<file path="config.mk">
export PLATFORM = sky130hd
export DESIGN_NAME = seq_detector_param_flat
export DESIGN_NICKNAME = d
export VERILOG_FILES = /design/src/rtl/seq_detector_param_if.sv /design/src/rtl/seq_detector_param.sv /design/src/flat_wrapper.sv
export SDC_FILE = /design/constraint.sdc
export NUM_CORES = 1
export LEC_CHECK = 0
export ABC_AREA = 1
export BUFFER_PORTS_ARGS = -buffer_cell sky130_fd_sc_hd__buf_2
export CAP_MARGIN = 25
export CORE_AREA = 2 2 39 41
export DETAILED_ROUTE_END_ITERATION = 8
export DIE_AREA = 0 0 41 43
export PLACE_DENSITY = 0.69
export SYNTH_ARGS = -nofsm -noshare
export SYNTH_HDL_FRONTEND = slang
export SYNTH_SLANG_ARGS = --single-unit
export TNS_END_PERCENT = 50
</file>
<file path="constraint.sdc">
create_clock -name clk -period 3.2 [get_ports clk]
set_clock_uncertainty 0.1 [all_clocks]
set_input_delay 0.32 -clock clk [delete_from_list [all_inputs] [get_ports clk]]
set_output_delay 0.32 -clock clk [all_outputs]
set_load 0.1 [all_outputs]
</file>
<file path="src/rtl/seq_detector_param_if.sv">
// Serial bit stream, pattern reload and match outputs of seq_detector_param.
// match_count is present only when SEQ_DETECTOR_MATCH_CNT_EN is defined.
interface seq_detector_param_if #(
  parameter int PATTERN_W = 4,
  parameter int CNT_W     = 8
);
  logic                 data_in;
  logic                 data_valid;
  logic                 overlap;
  logic                 pat_load;
  logic [PATTERN_W-1:0] pat_in;
  logic                 data_out;
  logic                 busy;
`ifdef SEQ_DETECTOR_MATCH_CNT_EN
  logic [CNT_W-1:0]     match_count;
`endif

  if (CNT_W < 1) begin : g_bad_cnt
    $error("seq_detector_param_if: CNT_W must be >= 1");
  end

  modport master (
    output data_in, data_valid, overlap,
    output pat_load, pat_in,
`ifdef SEQ_DETECTOR_MATCH_CNT_EN
    input  match_count,
`endif
    input  data_out, busy
  );

  modport slave (
    input  data_in, data_valid, overlap,
    input  pat_load, pat_in,
`ifdef SEQ_DETECTOR_MATCH_CNT_EN
    output match_count,
`endif
    output data_out, busy
  );
endinterface

</file>
<file path="src/rtl/seq_detector_param.sv">
// Parametrised serial pattern detector, run-time pattern reload and overlap.
// Define SEQ_DETECTOR_MATCH_CNT_EN to add the saturating match_count output.
module seq_detector_param #(
  parameter int                   PATTERN_W   = 4,
  parameter logic [PATTERN_W-1:0] PATTERN_DEF = PATTERN_W'(4'b1101),
  parameter int                   CNT_W       = 8
) (
  input logic                 clk,
  input logic                 reset,
  seq_detector_param_if.slave bus
);
  localparam int FW = $clog2(PATTERN_W + 1);
  localparam logic [FW-1:0] FULL = FW'(PATTERN_W);

  typedef enum logic [1:0] {
    EMPTY,
    FILLING,
    ARMED
  } state_t;

  state_t               state;
  logic [PATTERN_W-1:0] hist;
  logic [PATTERN_W-1:0] pat;
  logic [PATTERN_W-1:0] nxt_hist;
  logic [FW-1:0]        fill;
  logic [FW-1:0]        nxt_fill;
  logic                 hit;
  logic                 out_q;
  logic                 busy_q;

  if (PATTERN_W < 2 || PATTERN_W > 32) begin : g_bad_w
    $error("seq_detector_param: PATTERN_W must be 2..32");
  end
  if (CNT_W < 1) begin : g_bad_cnt
    $error("seq_detector_param: CNT_W must be >= 1");
  end

  // Oldest bit falls off the MSB as the new bit enters at the LSB.
  always_comb begin
    nxt_hist = (hist << 1) | PATTERN_W'(bus.data_in);
    nxt_fill = (state == ARMED) ? FULL : fill + FW'(1);
    hit      = (nxt_fill == FULL) && (nxt_hist == pat);
  end

`ifdef SEQ_DETECTOR_MATCH_CNT_EN
  logic [CNT_W-1:0] cnt;
  assign bus.match_count = cnt;
`endif

  always_ff @(posedge clk) begin
    if (reset) begin
      state  <= EMPTY;
      hist   <= '0;
      fill   <= '0;
      pat    <= PATTERN_DEF;
      out_q  <= 1'b0;
      busy_q <= 1'b0;
`ifdef SEQ_DETECTOR_MATCH_CNT_EN
      cnt    <= '0;
`endif
    end else if (bus.pat_load) begin
      state  <= EMPTY;
      hist   <= '0;
      fill   <= '0;
      pat    <= bus.pat_in;
      out_q  <= 1'b0;
      busy_q <= 1'b0;
`ifdef SEQ_DETECTOR_MATCH_CNT_EN
      cnt    <= '0;
`endif
    end else if (bus.data_valid) begin
      out_q <= hit;
      if (hit && !bus.overlap) begin
        state  <= EMPTY;
        hist   <= '0;
        fill   <= '0;
        busy_q <= 1'b0;
      end else begin
        state  <= (nxt_fill == FULL) ? ARMED : FILLING;
        hist   <= nxt_hist;
        fill   <= nxt_fill;
        busy_q <= 1'b1;
      end
`ifdef SEQ_DETECTOR_MATCH_CNT_EN
      if (hit && cnt != '1)
        cnt <= cnt + CNT_W'(1);
`endif
    end else begin
      out_q <= 1'b0;
    end
  end

  assign bus.data_out = out_q;
  assign bus.busy     = busy_q;
endmodule

</file>
<file path="src/flat_wrapper.sv">
// flat-port wrapper written by rule: the top's interface ports become plain ports
module seq_detector_param_flat 
#(
  parameter int                   PATTERN_W   = 4,
  parameter logic [PATTERN_W-1:0] PATTERN_DEF = PATTERN_W'(4'b1101),
  parameter int                   CNT_W       = 8
)
  (clk, reset, bus_data_in, bus_data_valid, bus_overlap, bus_pat_load, bus_pat_in, bus_data_out, bus_busy);
  seq_detector_param_if #(.PATTERN_W(PATTERN_W), .CNT_W(CNT_W)) bus_i ();
  input logic clk;
  input logic reset;
  input wire logic [$bits(bus_i.data_in)-1:0] bus_data_in;
  input wire logic [$bits(bus_i.data_valid)-1:0] bus_data_valid;
  input wire logic [$bits(bus_i.overlap)-1:0] bus_overlap;
  input wire logic [$bits(bus_i.pat_load)-1:0] bus_pat_load;
  input wire logic [$bits(bus_i.pat_in)-1:0] bus_pat_in;
  output wire logic [$bits(bus_i.data_out)-1:0] bus_data_out;
  output wire logic [$bits(bus_i.busy)-1:0] bus_busy;
  assign bus_i.data_in = bus_data_in;
  assign bus_i.data_valid = bus_data_valid;
  assign bus_i.overlap = bus_overlap;
  assign bus_i.pat_load = bus_pat_load;
  assign bus_i.pat_in = bus_pat_in;
  assign bus_data_out = bus_i.data_out;
  assign bus_busy = bus_i.busy;
  seq_detector_param #(.PATTERN_W(PATTERN_W), .PATTERN_DEF(PATTERN_DEF), .CNT_W(CNT_W)) u_core (.clk(clk), .reset(reset), .bus(bus_i));
endmodule
</file>
==> results of run 1 <==
## power groups by stage
stage / Sequential [mW] / Clock, mW / Combinational [mW]
floorplan: 0.192 / 0 / 0.0223
global placement: 0.188 / 0 / 0.0360
detailed placement: 0.189 / 0 / 0.0365
CTS: 0.184 / 0.129 / 0.0367
global route: 0.185 / 0.135 / 0.0417
finish: 0.184 / 0.126 / 0.0361
## cells in the final DEF, fill, tap and decap left out, drive strengths merged
master | Yosys | final
dfxtp | 14 | 14
clkinv | 2 | 2
buf | 1 | 11
nand3 | 11 | 11
inv | 10 | 10
nand2 | 25 | 25
a21oi | 10 | 10
clkbuf | 0 | 4
nor2 | 5 | 5
ha | 1 | 1
o21ai | 3 | 3
xnor2 | 3 | 3
## state kept, by name, summed over array words and instances, names as in the netlist
register and cells:
u_core.pat 4, u_core.bus.busy 1, u_core.state 2, u_core.bus.data_out 1, u_core.hist 3, u_core.fill 3
## metal layers
layer	up-vias	track usage [%]	wire [um]
met5	-	0	0
met4	0	8.000	6
met3	2	3.141	47
met2	13	21.88	484
met1	231	19.02	495
li1	297	-	-
## cell type report
type	instances	area, um^2
clock buffer	4	36.28
timing repair buffer	11	55.05
inverter	12	45.04
fill	149	658.1
tap	16	20.02
sequential	14	280.3
multi-input combinational	58	289.0
## through the flow
| stage | cells | instance area [um^2] |
|---|---|---|
| after floorplan | 85 | 621.8 |
| after global placement | 111 | 689.4 |
| final | 115 | 725.7 |
| after global routing | 115 | 725.7 |
| after detailed placement | 111 | 689.4 |
| after CTS | 115 | 725.7 |
## path summary, 6_finish.rpt
kind,start,to,cells after the start
setup / recovery,u_core.bus.busy,bus_busy,1
hold / removal,bus_pat_in[3],u_core.pat[3],3
setup reg to reg,u_core.fill[0],u_core.bus.busy,7
hold reg to reg,u_core.bus.busy,u_core.bus.busy,2
## logic make-up after synthesis
kind of cell,count (synthesis)
and+or+nand+nor,41
DFF,14
AOI/OAI and AO/OA,13
buffers and inverters,13
xor gates and xnor gates,3
adders and majority gates,1
==> impl_metrics.tcl, run 1 <==
set metrics [dict create \
    netlist_area_um2 621.8 \
    fin_crit_sh_pct 45.22 \
    diodes 0 \
    die_y_um 43 \
    die_w_um 41 \
    setup_viol 0 \
    synthTopCellsByCount "nand2_1, dfxtp_1, a21oi_1, inv_1, nand3_1" \
    cts_buffer_depth 2 \
    seq_area_frac_synth_pct 45.07 \
    antenna_found_initial 0 \
    power.leakage_nw 0.3286 \
    place_worst_setup_slack_ps 1800 \
    path_max_fanout 2 \
    power_per_cell_area_nw_per_um2 477.5 \
    syn_area_per_cell_um2 7.316 \
    arrival_ps 1030 \
    hpwlAfterDp_um 815.8 \
    critPathLaunchType "register" \
    relSlewSlack_pct 67.99 \
    synth_flop_cell "dfxtp_1" \
    worstPathCellList "buf_2" \
    postCtsSetupBuffers 0 \
    post-route-util_pct 52.44 \
    synth_top_family_by_area "simple AND/OR/NAND/NOR gates" \
    rsz0062_at_grt "false" \
    pwr-share-comb_pct 10.4 \
    yosysWarningCount 0 \
    swShare_pct 23.98 \
    fmax_ghz 0.6910 \
    clock_latency_ps 270 \
    hold_path.class "input pin to register" \
    status "finished clean" \
    drive_gt1_share_pct 21.21 \
    first_global_vias 458 \
    root_buffer "clkbuf_4" \
    vias 543 \
    critical-path-top-delay-family "buffers and inverters" \
    synth_top_area_share_pct 45.07 \
    slowest_stage "buf_2" \
    dr.pass1.iters 4 \
    rows 14 \
    viasPerCell 4.722 \
    numCtsBuffers 3 \
    syn-num-nets 96 \
    crit_type "register to output pin" \
    p_switching_mw 0.08310 \
    crit_path_end_kind "output pin" \
    cp.required_ps 2780 \
    slowest_delay_ps 420 \
    cts_tree "yes" \
    start_util_pct 44.94 \
    grt_max_degree 11 \
    io_pins 12 \
    synth-async-reset-ratio_pct 0 \
    synth-xor-area-share_pct 4.225 \
    htreeDepth 1 \
    seq_power_share_pct 53.2 \
    peakVddDrop_mv 0.2884 \
    drc 0 \
    synth.mux.area_fraction_pct 0 \
    drv_slew 0 \
    fin_tns_setup_ps 0 \
    gp_congestion 0.7296 \
    layout.nets 111 \
    antenna_left 0 \
    cts_resized 0 \
    grt_pass1_wl_mm 1.780 \
    critPathBufInv 1 \
    post-synth-top-count-cell "nand2_1" \
    regToRegSetupSlack_ps 1800 \
    fin_ws_ps 1753 \
    die_area_um2 1763 \
    syn_inst 85 \
    area_growth_pct 16.70 \
    synth_edf_count 0 \
    wirelength_mm 1.033 \
    clkTransAtPathRegs_ps 90 \
    power_mw 0.3465 \
    grt_use_total_pct 14.75 \
    drt_iter0_markers 4 \
    whs_ps 146.2 \
    yosys.area_share.simple_pct 29.78 \
    synth-adder-area-share_pct 2.012 \
    intPower_mw 0.2634 \
    ys_types 16 \
    drv_cap 0 \
    hold_viol 0 \
    synth-compound-area-share_pct 10.46 \
    p_clk_share_pct 36.4 \
    io_buffers 11 \
    yosysTopAreaCell "dfxtp_1" \
    cts_hold_buffers 0 \
    synthTopCellsByArea "dfxtp_1, nand2_1, a21oi_1" \
    routedWlPerCell_um 8.983 \
    tightest_slew_ps 483.5 \
    cts.sinks 14 \
    period_minus_slack_ps 1447 \
    core_area_um2 1384 \
    overflow 0 \
    synth_seq_cells 14 \
]
(Power assumes the default switching activity.)
==> run 2: changes to the inputs <==
--- a/config.mk
+++ b/config.mk
@@ -8,10 +8,9 @@
 export ABC_AREA = 1
 export BUFFER_PORTS_ARGS = -buffer_cell sky130_fd_sc_hd__buf_2
 export CAP_MARGIN = 25
-export CORE_AREA = 2 2 39 41
+export CORE_UTILIZATION = 45
 export DETAILED_ROUTE_END_ITERATION = 8
-export DIE_AREA = 0 0 41 43
-export PLACE_DENSITY = 0.69
+export PLACE_DENSITY = 0.7
 export SYNTH_ARGS = -nofsm -noshare
 export SYNTH_HDL_FRONTEND = slang
 export SYNTH_SLANG_ARGS = --single-unit
==> constraint.sdc (replaced) <==
create_clock -name clk -period 1.3 [get_ports clk]
set_clock_uncertainty 0.1 [all_clocks]
set_input_delay 0.13 -clock clk [delete_from_list [all_inputs] [get_ports clk]]
set_output_delay 0.13 -clock clk [all_outputs]
set_load 0.1 [all_outputs]
==> run 2 against run 1 <==
Effect of this change:
- the run now ends with negative setup slack left
- clock power increased by 140%
- worst hold slack got worse by 140 ps
- design area up 20%
- count of clock-buffer cells in the layout is the same
- register-to-register slack worse by 1800 ps
==> impl_metrics.tcl, run 2 (same netlist as run 1, synthesis figures left out) <==
set metrics [dict create \
    post-route-util_pct 67.67 \
    whs_ps 8.583 \
    vias 593 \
    top_regs "u_core.pat x4, u_core.fill x3, u_core.hist x3" \
    multiInputGateArea_um2 354.1 \
    core_area_um2 1285 \
    start_util_pct 48.39 \
    drv_slew 0 \
    fin_crit_sh_pct 102.0 \
    first_global_vias 554 \
    hpwlAfterDp_um 823.8 \
    setup_viol 6 \
    drc 0 \
    power.leakage_nw 0.3691 \
    overflow 0 \
    die_area_um2 1535 \
    peakVddDrop_mv 0.6302 \
    place_area_um2 696.9 \
    layout_common_cells "nand2_1, buf_2, dfxtp_1, inv_1, a21oi_1" \
    cp.required_ps 1360 \
    hold_path.class "input pin to register" \
    die_w_um 39.18 \
    place_inst 111 \
    fillers 107 \
    io_buffers 11 \
    grt_pass1_wl_mm 2.277 \
    numCtsBuffers 3 \
    top_register "u_core.pat" \
    place_worst_setup_slack_ps -79.65 \
    final_common_cell "nand2_1" \
    final_cells 122 \
    largest_reg_flops 4 \
    met2RoutedLength_um 672 \
    path_max_fanout 5 \
    seq_area_um2 285.3 \
    wirelength_mm 1.303 \
    min_path_cells 3 \
    period_minus_slack_ps 1326 \
    root_buffer "clkbuf_4" \
    routedWlPerCell_um 10.68 \
    tightest_slew_ps 482.1 \
    antenna_found_initial 0 \
    final_area_um2 869.6 \
    hold_viol 0 \
    arrival_ps 1390 \
    drt_iter0_markers 9 \
    clkTransAtPathRegs_ps 80 \
    wl_met3_um 46 \
    fin_tns_setup_ps -100.8 \
    clock_latency_ps 270 \
    critPathLaunchType "register" \
    antenna_left 0 \
    crit_path_end_kind "register" \
    grt_use_total_pct 23.02 \
    relSlewSlack_pct 68.08 \
    grt_max_degree 11 \
    viasPerCell 4.861 \
    highest-signal-layer "met4" \
    cts.sinks 14 \
    layout.nets 119 \
    rows 13 \
    drive_gt1_share_pct 36.45 \
    cts_tree "yes" \
    met1_length_um 572 \
    rsz0062_at_grt "true" \
    fmax_ghz 0.7541 \
    power_mw 0.8810 \
    area_growth_pct 39.84 \
    power_per_cell_area_nw_per_um2 1013 \
    failed_checks "negative setup slack" \
    dr.pass1.iters 4 \
    crit_type "register to register" \
    io_pins 12 \
    htreeDepth 1 \
    r2r_cells 7 \
    diodes 0 \
    die_y_um 39.18 \
    cts_buffer_depth 2 \
    drv_cap 0 \
    gp_congestion 0.7668 \
    status "finished with violations" \
    fin_ws_ps -26.09 \
]
[run 2: cell count changes in the layout (fill, tap and decap cells not counted), sizes merged]
| cell | before | now |
|---|---|---|
| clkbuf | 4 | 5 |
| dlygate4sd3 | 0 | 5 |
| buf | 11 | 13 |
[run 2: worst paths after layout]
check / from / end / slack, ps
setup reg to reg: u_core.fill[1] / u_core.bus.busy / -30
setup / recovery: u_core.fill[1] / u_core.bus.busy / -30
hold / removal: reset / u_core.pat[2] / 9
hold reg to reg: u_core.state[0] / u_core.state[0] / 370
[run 2: layout make-up]
class	instances	share of cell area (%)
clock buffers	4	4.173
inverters	12	5.180
multi-input cells	58	40.72
flip-flops and latches	14	32.81
well taps	15	2.158
repair buffers	19	14.96
[run 2: report_power, final]
part | internal (mW) | total, mW | switching, mW
logic | 0.0503 | 0.118 | 0.0678
clock network | 0.170 | 0.307 | 0.136
registers | 0.445 | 0.456 | 0.0113
total | 0.666 | 0.881 | 0.215
[run 2: routing by layer]
metal | vias up | track usage, %
li1 | 313 | -
met1 | 265 | 25.61
met2 | 13 | 39.58
met3 | 2 | 6.936
met4 | 0 | 10.34
met5 | - | 0
[run 2: worst max-delay path, cell delays in order (launching register included)]
cell and delay [ps]:
dfxtp_2 340, ha_4 240, o21ai_2 130, nand2_2 70
inv_2 80, nand3_4 110, nand2_2 80, a21oi_1 60
[run 2: timing repair]
action | 4_1_cts | 5_1_grt
endpoints found under the hold margin | 4 | 0
hold buffers | 5 | 0
setup endpoints to repair | 6 | 9
pin swaps | 3 | 2
buffers inserted | 2 | 0
gates resized for setup | 10 | 8
==> run 3: changes to the inputs <==
--- a/config.mk
+++ b/config.mk
@@ -6,11 +6,11 @@
 export NUM_CORES = 1
 export LEC_CHECK = 0
 export ABC_AREA = 1
-export BUFFER_PORTS_ARGS = -buffer_cell sky130_fd_sc_hd__buf_2
 export CAP_MARGIN = 25
-export CORE_UTILIZATION = 45
+export CORE_AREA = 2 2 39 41
 export DETAILED_ROUTE_END_ITERATION = 8
-export PLACE_DENSITY = 0.7
+export DIE_AREA = 0 0 41 43
+export DONT_BUFFER_PORTS = 1
 export SYNTH_ARGS = -nofsm -noshare
 export SYNTH_HDL_FRONTEND = slang
 export SYNTH_SLANG_ARGS = --single-unit
==> run 3 against run 2 <==
Effect of this change:
- the flow finishes with violations (negative hold slack, negative setup slack)
- non-clock buffer count decreased by 7
- critical path depth unchanged
- cell count decreased by 5.7%
- combinational power decreased by 13%
- power decreased by 8.7%
- utilization decreased by 8.5 points
- sequential power about the same
- maximum frequency increased by 0.32%
- first-iteration DRC count decreased by 56%
- via count decreased by 2.5%
- sequential share of layout area increased by 2.0 points
- critical endpoint unchanged
==> impl_metrics.tcl, run 3 (same netlist as run 1, synthesis figures left out) <==
set metrics [dict create \
    routedWlPerCell_um 11.52 \
    arrival_ps 1390 \
    pwr-share-comb_pct 12.8 \
    swShare_pct 25.55 \
    status "finished with violations" \
    drv_slew 0 \
    layout.nets 112 \
    rows 14 \
    core_area_um2 1384 \
    fin_crit_sh_pct 101.7 \
    fmax_ghz 0.7565 \
    critPathLaunchType "register" \
    slowest_stage "dfxtp_2" \
    numCtsBuffers 3 \
    hpwlAfterDp_um 825.6 \
    critPathBufInv 1 \
    final_area_um2 819.5 \
    grt_use_total_pct 18.62 \
    grt_max_degree 11 \
    tightest_slew_ps 277.5 \
    cts_buffer_depth 2 \
    drive_gt1_share_pct 29.29 \
    die_w_um 41 \
    seq_power_share_pct 56.7 \
    multiInputGateArea_um2 339.1 \
    largest_reg_flops 4 \
    wirelength_mm 1.325 \
    crit_type "register to register" \
    cts.sinks 14 \
    gp_congestion 0.7085 \
    htreeDepth 1 \
    antenna_found_initial 0 \
    cts_hold_buffers 7 \
    hold_path.class "input pin to register" \
    clkTransAtPathRegs_ps 80 \
    fillers 143 \
    final_common_cell "nand2_1" \
    viasPerCell 5.026 \
    crit_path_end_kind "register" \
    cpMostUsedCell "nand2_2" \
    top_register "u_core.pat" \
    clock_latency_ps 280 \
    seq_area_um2 285.3 \
    relSlewSlack_pct 81.65 \
    overflow 0 \
    drv_cap 0 \
    peakVddDrop_mv 0.5820 \
    place_area_um2 658.1 \
    drc 0 \
    diodes 0 \
    layout_common_cells "nand2_1, dfxtp_1, a21oi_1, inv_1, dlygate4sd3_1" \
    die_y_um 43 \
    place_worst_setup_slack_ps -79.70 \
    die_area_um2 1763 \
    grt_pass1_wl_mm 2.070 \
    area_growth_pct 31.79 \
    top_regs "u_core.pat x4, u_core.fill x3, u_core.hist x3" \
    cts_tree "yes" \
    final_cells 115 \
    period_minus_slack_ps 1322 \
    p_clk_share_pct 30.6 \
    start_util_pct 44.94 \
    path_max_fanout 5 \
    failed_checks "negative hold slack, negative setup slack" \
    power.leakage_nw 0.3365 \
    antenna_left 0 \
    place_inst 103 \
    fin_ws_ps -21.83 \
    first_global_vias 548 \
    vias 578 \
    whs_ps -116.1 \
    cp.required_ps 1370 \
    intPower_mw 0.5987 \
    worstPathCellList "ha_4, o21ai_2, nand2_2, inv_2, nand3_4, nand2_2, a21oi_1" \
    power_per_cell_area_nw_per_um2 981.2 \
    rsz0062_at_grt "true" \
    setup_viol 2 \
    hold_viol 10 \
    io_pins 12 \
    slowest_delay_ps 340 \
    p_switching_mw 0.2054 \
    root_buffer "clkbuf_4" \
    dr.pass1.iters 4 \
    io_buffers 0 \
    critical-path-top-delay-family "flip-flops" \
    drt_iter0_markers 4 \
]
==> run 3: timing repair <==
action                                  in CTS  in global routing
endpoints found under the setup margin       6                 10
gates resized for setup                      8                  8
pin swaps                                    4                  2
setup buffers                                2                  0
hold endpoints to repair                    14                 10
==> run 3: worst register-to-register path: stages, from the launching register on <==
cell,delay (ps)
dfxtp_2,340
ha_4,240
o21ai_2,120
nand2_2,70
inv_2,70
nand3_4,110
nand2_2,100
a21oi_1,60
==> run 3: final timing paths <==
check	cells past startpoint	slack [ps]	endpoint	start
max	7	-20	u_core.bus.busy	u_core.fill[0]
min	2	-120	u_core.bus.data_out	bus_data_valid
max reg2reg	7	-20	u_core.bus.busy	u_core.fill[0]
min reg2reg	2	380	u_core.pat[0]	u_core.pat[0]
==> run 3: through the flow <==
stage	total power, mW	utilization (%)	hold WS (ps)	setup TNS, ps
6_report	0.8041	59.22	-116.1	-34.77
5_1_grt	0.8424	59.22	-115.6	-452.3
4_1_cts	0.8093	57.87	-121.3	-85.21
3_5_place_dp	0.5378	47.56	138.7	-365.8
3_3_place_gp	0.5365	47.56	139.0	-305.1
2_1_floorplan	0.5275	-	129.7	0
==> run 3: power groups by stage <==
stage | registers [mW] | logic (mW) | clock network [mW]
floorplan | 0.473 | 0.0548 | 0
global placement | 0.464 | 0.0723 | 0
detailed placement | 0.465 | 0.0732 | 0
CTS | 0.456 | 0.0978 | 0.256
global route | 0.458 | 0.114 | 0.270
finish | 0.456 | 0.103 | 0.246
==> run 3: routing by layer <==
| metal | vias to the layer above | track usage, % | share of wire, % |
|---|---|---|---|
| li1 | 300 | - | - |
| met4 | 0 | 14.00 | 3.0 |
| met2 | 12 | 32.81 | 56 |
| met5 | - | 0 | 0 |
| met1 | 261 | 16.17 | 38 |
| met3 | 5 | 4.712 | 3.1 |
==> run 3: final cells by class <==
type	instances	area share (%)
clock buffer	3	2.748
inverter	12	5.496
multi-input combinational	58	41.37
sequential	14	34.81
tap	16	2.443
timing repair buffer	12	13.13
